File: src/rtl/mmio_pkg.sv
// Shared MMIO bus types and the peripheral register map, common to the initiator and the responder.
package mmio_pkg;

  localparam int MMIO_ADDR_WIDTH = 32;
  localparam int MMIO_DATA_WIDTH = 32;

  localparam logic WRITE_MODE = 1'b1;
  localparam logic READ_MODE  = 1'b0;

  localparam logic [31:0] DISPLAY_CONTROL   = 32'h20;
  localparam logic [31:0] TIMER_CONTROL     = 32'h21;
  localparam logic [31:0] TIMER_RELOAD      = 32'h22;
  localparam logic [31:0] UART_CONTROL      = 32'h23;
  localparam logic [31:0] UART_BAUD         = 32'h24;
  localparam logic [31:0] GPIO_CONTROL      = 32'h25;
  localparam logic [31:0] PERIPHERAL_STATUS = 32'h26;

  typedef struct packed {
    logic                       write;
    logic [MMIO_ADDR_WIDTH-1:0] address;
    logic [MMIO_DATA_WIDTH-1:0] data;
  } mmio_request_t;

endpackage

File: src/rtl/mmio_request_fifo.sv
// In-order request queue; pointers carry an extra wrap bit so full and empty fall out of a compare.
module mmio_request_fifo
  import mmio_pkg::*;
#(
  parameter int DEPTH = 4
) (
  input  logic          clock,
  input  logic          reset,
  input  logic          push,
  input  mmio_request_t push_data,
  input  logic          pop,
  output mmio_request_t head,
  output logic          full,
  output logic          empty
);

  localparam int PW = $clog2(DEPTH);

  logic [PW:0]   wr_ptr, rd_ptr;
  mmio_request_t mem [DEPTH];

  assign empty = (wr_ptr == rd_ptr);
  assign full  = (wr_ptr[PW] != rd_ptr[PW]) && (wr_ptr[PW-1:0] == rd_ptr[PW-1:0]);
  assign head  = mem[rd_ptr[PW-1:0]];

  always_ff @(posedge clock or posedge reset) begin
    if (reset) begin
      wr_ptr <= '0;
      rd_ptr <= '0;
    end else begin
      if (push && !full) wr_ptr <= wr_ptr + 1'b1;
      if (pop && !empty) rd_ptr <= rd_ptr + 1'b1;
    end
  end

  always_ff @(posedge clock) begin
    if (push && !full) mem[wr_ptr[PW-1:0]] <= push_data;
  end

endmodule

File: src/rtl/mmio_bus_initiator.sv
// MMIO bus initiator: queues core requests, issues them one per cycle in order onto registered bus
// outputs, and captures read data into a single-entry response register.
module mmio_bus_initiator
  import mmio_pkg::*;
#(
  parameter int                    FIFO_DEPTH   = 4,
  parameter int                    ADDR_WIDTH   = 32,
  parameter int                    DATA_WIDTH   = 32,
  parameter logic [ADDR_WIDTH-1:0] IDLE_ADDRESS = '0
) (
  input  logic                  clock,
  input  logic                  reset,
  input  logic                  req_valid,
  output logic                  req_ready,
  input  logic                  req_write,
  input  logic [ADDR_WIDTH-1:0] req_address,
  input  logic [DATA_WIDTH-1:0] req_data,
  output logic                  rsp_valid,
  input  logic                  rsp_ready,
  output logic [DATA_WIDTH-1:0] rsp_data,
  output logic [ADDR_WIDTH-1:0] address_out,
  output logic                  mode_out,
  output logic [DATA_WIDTH-1:0] data_out,
  input  logic [DATA_WIDTH-1:0] data_in,
  output logic                  busy,
  output logic [15:0]           issued_count
);

  mmio_request_t push_req, head;
  logic          full, empty, issue, bus_active, bus_read, head_write;

  assign push_req = '{write:   req_write,
                      address: MMIO_ADDR_WIDTH'(req_address),
                      data:    MMIO_DATA_WIDTH'(req_data)};

  assign req_ready  = !full && !reset;
  assign head_write = (head.write == WRITE_MODE);

  mmio_request_fifo #(.DEPTH(FIFO_DEPTH)) u_fifo (
    .clock     (clock),
    .reset     (reset),
    .push      (req_valid && req_ready),
    .push_data (push_req),
    .pop       (issue),
    .head      (head),
    .full      (full),
    .empty     (empty)
  );

  // A read may only go out when the response register is guaranteed free by the end of its bus cycle.
  always_comb begin
    issue = 1'b0;
    if (!empty)
      issue = head_write || (!bus_read && (!rsp_valid || rsp_ready));
  end

  always_ff @(posedge clock or posedge reset) begin
    if (reset) begin
      address_out  <= IDLE_ADDRESS;
      mode_out     <= READ_MODE;
      data_out     <= '0;
      bus_active   <= 1'b0;
      bus_read     <= 1'b0;
      rsp_valid    <= 1'b0;
      rsp_data     <= '0;
      issued_count <= '0;
    end else begin
      address_out  <= issue ? ADDR_WIDTH'(head.address) : IDLE_ADDRESS;
      mode_out     <= (issue && head_write) ? WRITE_MODE : READ_MODE;
      data_out     <= (issue && head_write) ? DATA_WIDTH'(head.data) : '0;
      bus_active   <= issue;
      bus_read     <= issue && !head_write;
      issued_count <= issued_count + 16'(issue);
      if (bus_read) begin
        rsp_valid <= 1'b1;
        rsp_data  <= data_in;
      end else if (rsp_ready) begin
        rsp_valid <= 1'b0;
      end
    end
  end

  assign busy = !empty || bus_active || rsp_valid;

endmodule

File: config.mk
export PLATFORM = sky130hd
export DESIGN_NAME = mmio_bus_initiator
export DESIGN_NICKNAME = d
export VERILOG_FILES = /design/src/rtl/mmio_pkg.sv /design/src/rtl/mmio_request_fifo.sv /design/src/rtl/mmio_bus_initiator.sv
export SDC_FILE = /design/constraint.sdc
export NUM_CORES = 1
export LEC_CHECK = 0
export ABC_AREA = 1
export ABC_CLOCK_PERIOD_IN_PS = 9300
export CORE_MARGIN = 5
export CORE_UTILIZATION = 30
export CTS_CLUSTER_SIZE = 16
export DETAILED_ROUTE_END_ITERATION = 8
export DONT_BUFFER_PORTS = 1
export HOLD_SLACK_MARGIN = 0.02
export PLACE_DENSITY = 0.41
export REMOVE_ABC_BUFFERS = 1
export SYNTH_ARGS = -nofsm -noshare
export SYNTH_HDL_FRONTEND = slang
export SYNTH_SLANG_ARGS = --single-unit
File: constraint.sdc
create_clock -name clock -period 9.3 [get_ports clock]
set_clock_uncertainty 0.05 [all_clocks]
set_input_delay 1.86 -clock clock [delete_from_list [all_inputs] [get_ports clock]]
set_output_delay 1.86 -clock clock [all_outputs]
set_load 0.03 [all_outputs]
==> impl_metrics.yaml, run 1 <==
cells_and_area:
  area_delta_synth_final_pct: 13.9
  num-nets-final: 1232
  seq_area_um2: 10900
  stdcell_area_um2: 16300
  multi_input_area_um2: 2950
  diodes: 0
  fill_cells: 4651
  layout-drive-gt1-share_pct: 9.68
detailed_routing:
  top_layer: "met4"
  drc: 0
  detail-route-antenna-nets: 0
  dr.pass1.iters: 4
  wl_mm: 34.0
  num_vias: 8070
  wl_met1_mm: 14.6
  vias_per_cell: 4.55
  met2_length_mm: 15.7
  wl_met3_mm: 2.83
  drt-wirelength-per-cell_um: 19.2
  drt_iter0_drc: 470
yosys:
  yosysWarnings: 0
  ys_types: 27
  yosysTopAreaCellShare_pct: 54.6
  synthTopCellsByArea: "edfxtp_1 55%, dfrtp_1 21%, nor2_1 6.1%"
  ys_seq_elements: 382
  synth_cells: 1123
  ys_seq_area_share_pct: 75.9
  synth.largest_area_cell: "edfxtp_1"
  synth_area_um2: 14300
  postSynthAreaPerCell_um2: 12.7
power:
  power_frac_comb_pct: 22.0
  power.density_nw_per_um2: 356
  ir_drop_mv: 0.131
  switchingPower_uw: 2240
  leakage_uw: 0.00615
  switching_share_pct: 38.5
  p_seq_share_pct: 49.3
  power_frac_clock_pct: 28.7
  intPower_uw: 3570
worst_setup_path:
  critPathBufInv: 2
  path_cells: "inv_6 > nand2_1 > inv_1"
  critPathCaptureType: "primary output"
  reg2reg_depth: 14
  cp_max_fo: 70
  path_class: "input pin to primary output"
  arrival_ns: 2.67
  slowest_delay_ns: 0.43
  r2r_setup_slack_ns: 5.40
  r2r_start: "u_fifo.rd_ptr[0]"
  crit_slowest_cell: "inv_6"
  path_delay_family: "buffers and inverters"
  cp.required_ns: 7.39
  startpoint_type: "input pin"
  timing.rr.end: "issued_count[14]"
run_status:
  status: "finished, final reports clean"
worst_hold_path:
  holdCritStartpoint: "u_fifo.mem[3][2]"
  hold_end: "data_out[2]"
  hp-class: "flop to flop"
  whs_path_depth: 2
die:
  die_x_um: 228
  dieArea_um2: 52100
  die_h_um: 228
  io_pins: 217
  row_count: 80
  core-area_um2: 47400
  start_util_pct: 30.1
timing:
  clock.fmax_mhz: 219
  min_period_ns: 4.58
  final_max_slew_viol_count: 0
  rsz0062_at_grt: "no"
  final_hold_viol_count: 0
  setup_violations: 0
  worst_pin_slew_ns: 1.09
  fin_tns_setup_ns: 0
  final.period_utilization_pct: 49.2
  slew_headroom_pct: 27.1
place:
  dpl_cell_area_um2: 14900
  port_buffers: 0
  place_hpwl_mm: 19.5
  place.gp.congestion: 0.744
global_route:
  grt_overflow: 0
  grt_pass1_vias: 8381
  grt_max_degree: 109
  antenna_found_initial: 0
  grt_first_pass_wirelength_mm: 51.7
  track_usage_pct: 12.8
clocking:
  clockBufferDepth: 3
  cts.sinks: 382
  cts_root_buf: "clkbuf_16"
  post-cts-setup-buffers: 0
  cts_tree: "yes"
  clkTransAtPathRegs_ns: 0.06
  cts-resized-gates: 0
  clock_latency_ns: 0.55
  htreeDepth: 2
  cts_buffers: 43
  holdBufCountCts: 0
job:
  cap_violations: 0
## cells by family after synthesis
| kind of cell | share of synthesized area [%] |
|---|---|
| simple gates | 11.5 |
| flops | 75.9 |
| compound gates | 7.38 |
| buf+inv | 3.64 |
| xor+xnor | 0.796 |
| fa+ha+maj | 0.700 |
## synth_stat cells, drive strengths merged
master / count
buf: 27
o22ai: 32
nand2: 149
nor2: 242
inv: 57
nor3: 1
o21ai: 130
nor3b: 1
edfxtp: 260
nand4: 6
clkbuf: 29
a21oi: 32
dfrtp: 122
xor2: 9
xnor2: 4
nand3: 14
ha: 8
## final cells by class
cell class	count	share of cell area (%)
flip-flops and latches	382	66.7
multi-input cells	628	18.1
inverters	57	1.36
repair buffers	11	0.507
clock buffers	63	7.83
clock inverters	16	0.776
well taps	615	4.72
## power groups by stage
stage	registers, uW	clock network (uW)	logic (uW)
final	2860	1670	1280
after global routing	2910	1790	1490
after CTS	2870	1730	1350
after detailed placement	2900	0	1340
after global placement	2910	0	1330
after floorplan	2830	0	877
## worst register-to-register path, stage by stage, from the launching register on
cell and delay [ns]:
dfrtp_4 0.82, buf_4 0.79, nand2_1 0.19, nand3_1 0.12
nand2_2 0.10, nand2_4 0.09, nand2_4 0.26, inv_1 0.21
ha_1 0.19, ha_1 0.18, nand2_1 0.06, nor2_1 0.27
nand3_1 0.20, o21ai_0 0.21, nand2_1 0.07
## metrics by stage
stage / hold slack (ns) / utilization [%] / cells / setup WS [ns] / total power, uW
CTS: 0.487 / 34.3 / 1772 / 4.67 / 5950
finish: 0.477 / 34.3 / 1772 / 4.72 / 5800
detailed placement: 0.473 / 31.4 / 1693 / 4.45 / 4250
global placement: 0.476 / 31.4 / 1693 / 4.51 / 4240
floorplan: 0.441 / - / 1067 / 0.711 / 3710
global route: 0.507 / 34.3 / 1772 / 4.58 / 6190
## layer usage
metal  up-vias  global-route usage (%)
li1       3832                       -
met1      3993                    15.7
met2       190                    20.6
met3        55                    5.13
met4         0                    4.20
met5         -                       0
## sequential cells by signal, summed over array words and instances (netlist names)
| name | cells |
|---|---|
| bus_active | 1 |
| bus_read | 1 |
| u_fifo.wr_ptr | 3 |
| mode_out | 1 |
| issued_count | 16 |
| u_fifo.mem | 260 |
| rsp_valid | 1 |
| u_fifo.rd_ptr | 3 |
| rsp_data | 32 |
| address_out | 32 |
| data_out | 32 |
## placed cells by master (no fill, tap or decap), types with 3 or more instances in the layout
master,count
o21ai_1,8
clkinv_2,9
dfrtp_1,120
xor2_1,9
clkinv_1,4
nor2_1,230
nand2_2,3
ha_1,8
nor2_2,8
o21ai_0,122
clkbuf_8,6
a21oi_1,20
nand4_1,6
clkbuf_16,46
a21oi_2,12
edfxtp_1,260
nand3_1,13
nand2_1,143
inv_1,53
clkbuf_1,11
buf_4,11
xnor2_1,4
nor2_4,4
nand2_4,3
o22ai_1,32
## how the worst max path moves through the flow
stage | from | endpoint | depth (start not counted)
after global routing | reset | req_ready | 3
final | reset | req_ready | 3
after CTS | reset | req_ready | 3
after detailed placement | reset | u_fifo.mem[3][44] | 4
after floorplan | reset | u_fifo.mem[3][0] | 3
after global placement | reset | u_fifo.mem[3][44] | 4
Power figures use the tool's default switching activity.
==> run 2: changes to the inputs <==
--- a/config.mk
+++ b/config.mk
@@ -6,7 +6,7 @@
 export NUM_CORES = 1
 export LEC_CHECK = 0
 export ABC_AREA = 1
-export ABC_CLOCK_PERIOD_IN_PS = 9300
+export ABC_CLOCK_PERIOD_IN_PS = 4600
 export CORE_MARGIN = 5
 export CORE_UTILIZATION = 30
 export CTS_CLUSTER_SIZE = 16
==> constraint.sdc (replaced) <==
create_clock -name clock -period 4.6 [get_ports clock]
set_clock_uncertainty 0.05 [all_clocks]
set_input_delay 0.92 -clock clock [delete_from_list [all_inputs] [get_ports clock]]
set_output_delay 0.92 -clock clock [all_outputs]
set_load 0.03 [all_outputs]
==> impl_metrics.yaml, run 2 (synthesized netlist as in run 1, its figures left out) <==
cells_and_area:
  area_delta_synth_final_pct: 14.1
  final_util_pct: 34.4
  layout-drive-gt1-share_pct: 9.78
  largest_reg_flops: 260
  stdcell_area_um2: 16300
  final_cell_mix: "260 x edfxtp_1, 230 x nor2_1, 143 x nand2_1"
  diodes: 0
  layout.cells.non_filler: 1781
  num-nets-final: 1239
  final_common_cell: "edfxtp_1"
clocking:
  htreeDepth: 2
  holdBufCountCts: 0
  cts_root_buf: "clkbuf_16"
  clkTransAtPathRegs_ns: 0.06
  post-cts-setup-buffers: 0
  cts.sinks: 382
  cts_buffers: 45
  cts_tree: "yes"
  cts-resized-gates: 0
  clock_latency_ns: 0.55
  clockBufferDepth: 3
worst_hold_path:
  hp-class: "input pin to asynchronous set/reset pin"
worst_setup_path:
  critPathCaptureType: "primary output"
  path_class: "flop to primary output"
  timing.rr.end: "u_fifo.mem[1][59]"
  reg2reg_depth: 7
  r2r_setup_slack_ns: 1.47
  crit_end: "req_ready"
  startpoint_type: "flop"
  cp_max_fo: 54
  r2r_start: "u_fifo.rd_ptr[0]"
  arrival_ns: 2.33
  startpoint: "u_fifo.rd_ptr[0]"
  cp.required_ns: 3.63
timing:
  final_hold_viol_count: 0
  rsz0062_at_grt: "no"
  setup_violations: 0
  clock.fmax_mhz: 303
  final_max_slew_viol_count: 0
  worst_pin_slew_ns: 0.883
  min_period_ns: 3.30
  final.period_utilization_pct: 71.8
  slew_headroom_pct: 41.2
  fin_tns_setup_ns: 0
power:
  ir_drop_mv: 0.306
  total_power_uw: 11700
  leakage_uw: 0.00616
  power.density_nw_per_um2: 719
place:
  placedCellCount: 1698
  place_hpwl_mm: 20.6
  dpl_cell_area_um2: 14900
  place.gp.congestion: 0.738
  port_buffers: 0
global_route:
  grt_overflow: 0
  grt_pass1_vias: 8464
  antenna_found_initial: 0
  grt_first_pass_wirelength_mm: 53.3
  track_usage_pct: 13.1
  grt_max_degree: 82
job:
  cap_violations: 0
die:
  die_x_um: 228
  core-area_um2: 47400
  start_util_pct: 30.1
  io_pins: 217
  row_count: 80
  die_h_um: 228
  dieArea_um2: 52100
detailed_routing:
  vias_per_cell: 4.59
  num_vias: 8172
  drt_iter0_drc: 395
  dr.pass1.iters: 4
  detail-route-antenna-nets: 0
  drc: 0
  wl_mm: 34.7
  drt-wirelength-per-cell_um: 19.5
run_status:
  status: "finished, final reports clean"
## run 2: worst min-delay path by stage
stage / endpoint / slack (ns)
global route: rsp_data[11] / 0.18
finish: rsp_data[11] / 0.17
floorplan: data_out[0] / 0.44
detailed placement: data_out[30] / 0.47
global placement: data_out[2] / 0.48
CTS: rsp_data[8] / 0.15
## run 2: per-layer routing
layer,up-vias,track usage [%],routed length [um]
met4,0,4.16,744
met2,198,21.3,16500
met3,52,5.64,3120
met1,4070,15.9,14300
li1,3852,-,-
met5,-,0,0
## run 2: area by class of cell
class | count | area [um2]
repair buffers | 16 | 133
well taps | 615 | 769
inverters | 57 | 221
clock buffers | 65 | 1230
clock inverters | 18 | 144
multi-input cells | 628 | 2950
fillers | 4698 | 31100
flip-flops and latches | 382 | 10900
## run 2: stage by stage
stage,setup slack (ns),hold slack [ns]
CTS,1.20,0.152
finish,1.30,0.173
floorplan,-3.05,0.441
detailed placement,1.39,0.471
global placement,1.42,0.478
global route,1.05,0.184
## run 2: where the power goes
| part | internal [uW] | switching [uW] |
|---|---|---|
| logic | 784 | 1840 |
| clock network | 1970 | 1360 |
| registers | 4420 | 1360 |
## run 2: worst max-delay path, stage by stage (launching register included)
cell,delay (ns)
dfrtp_4,0.82
inv_4,0.24
nand2_2,0.12
nand2_2,0.07
nand3_1,0.18
nand2_1,0.07
inv_1,0.27
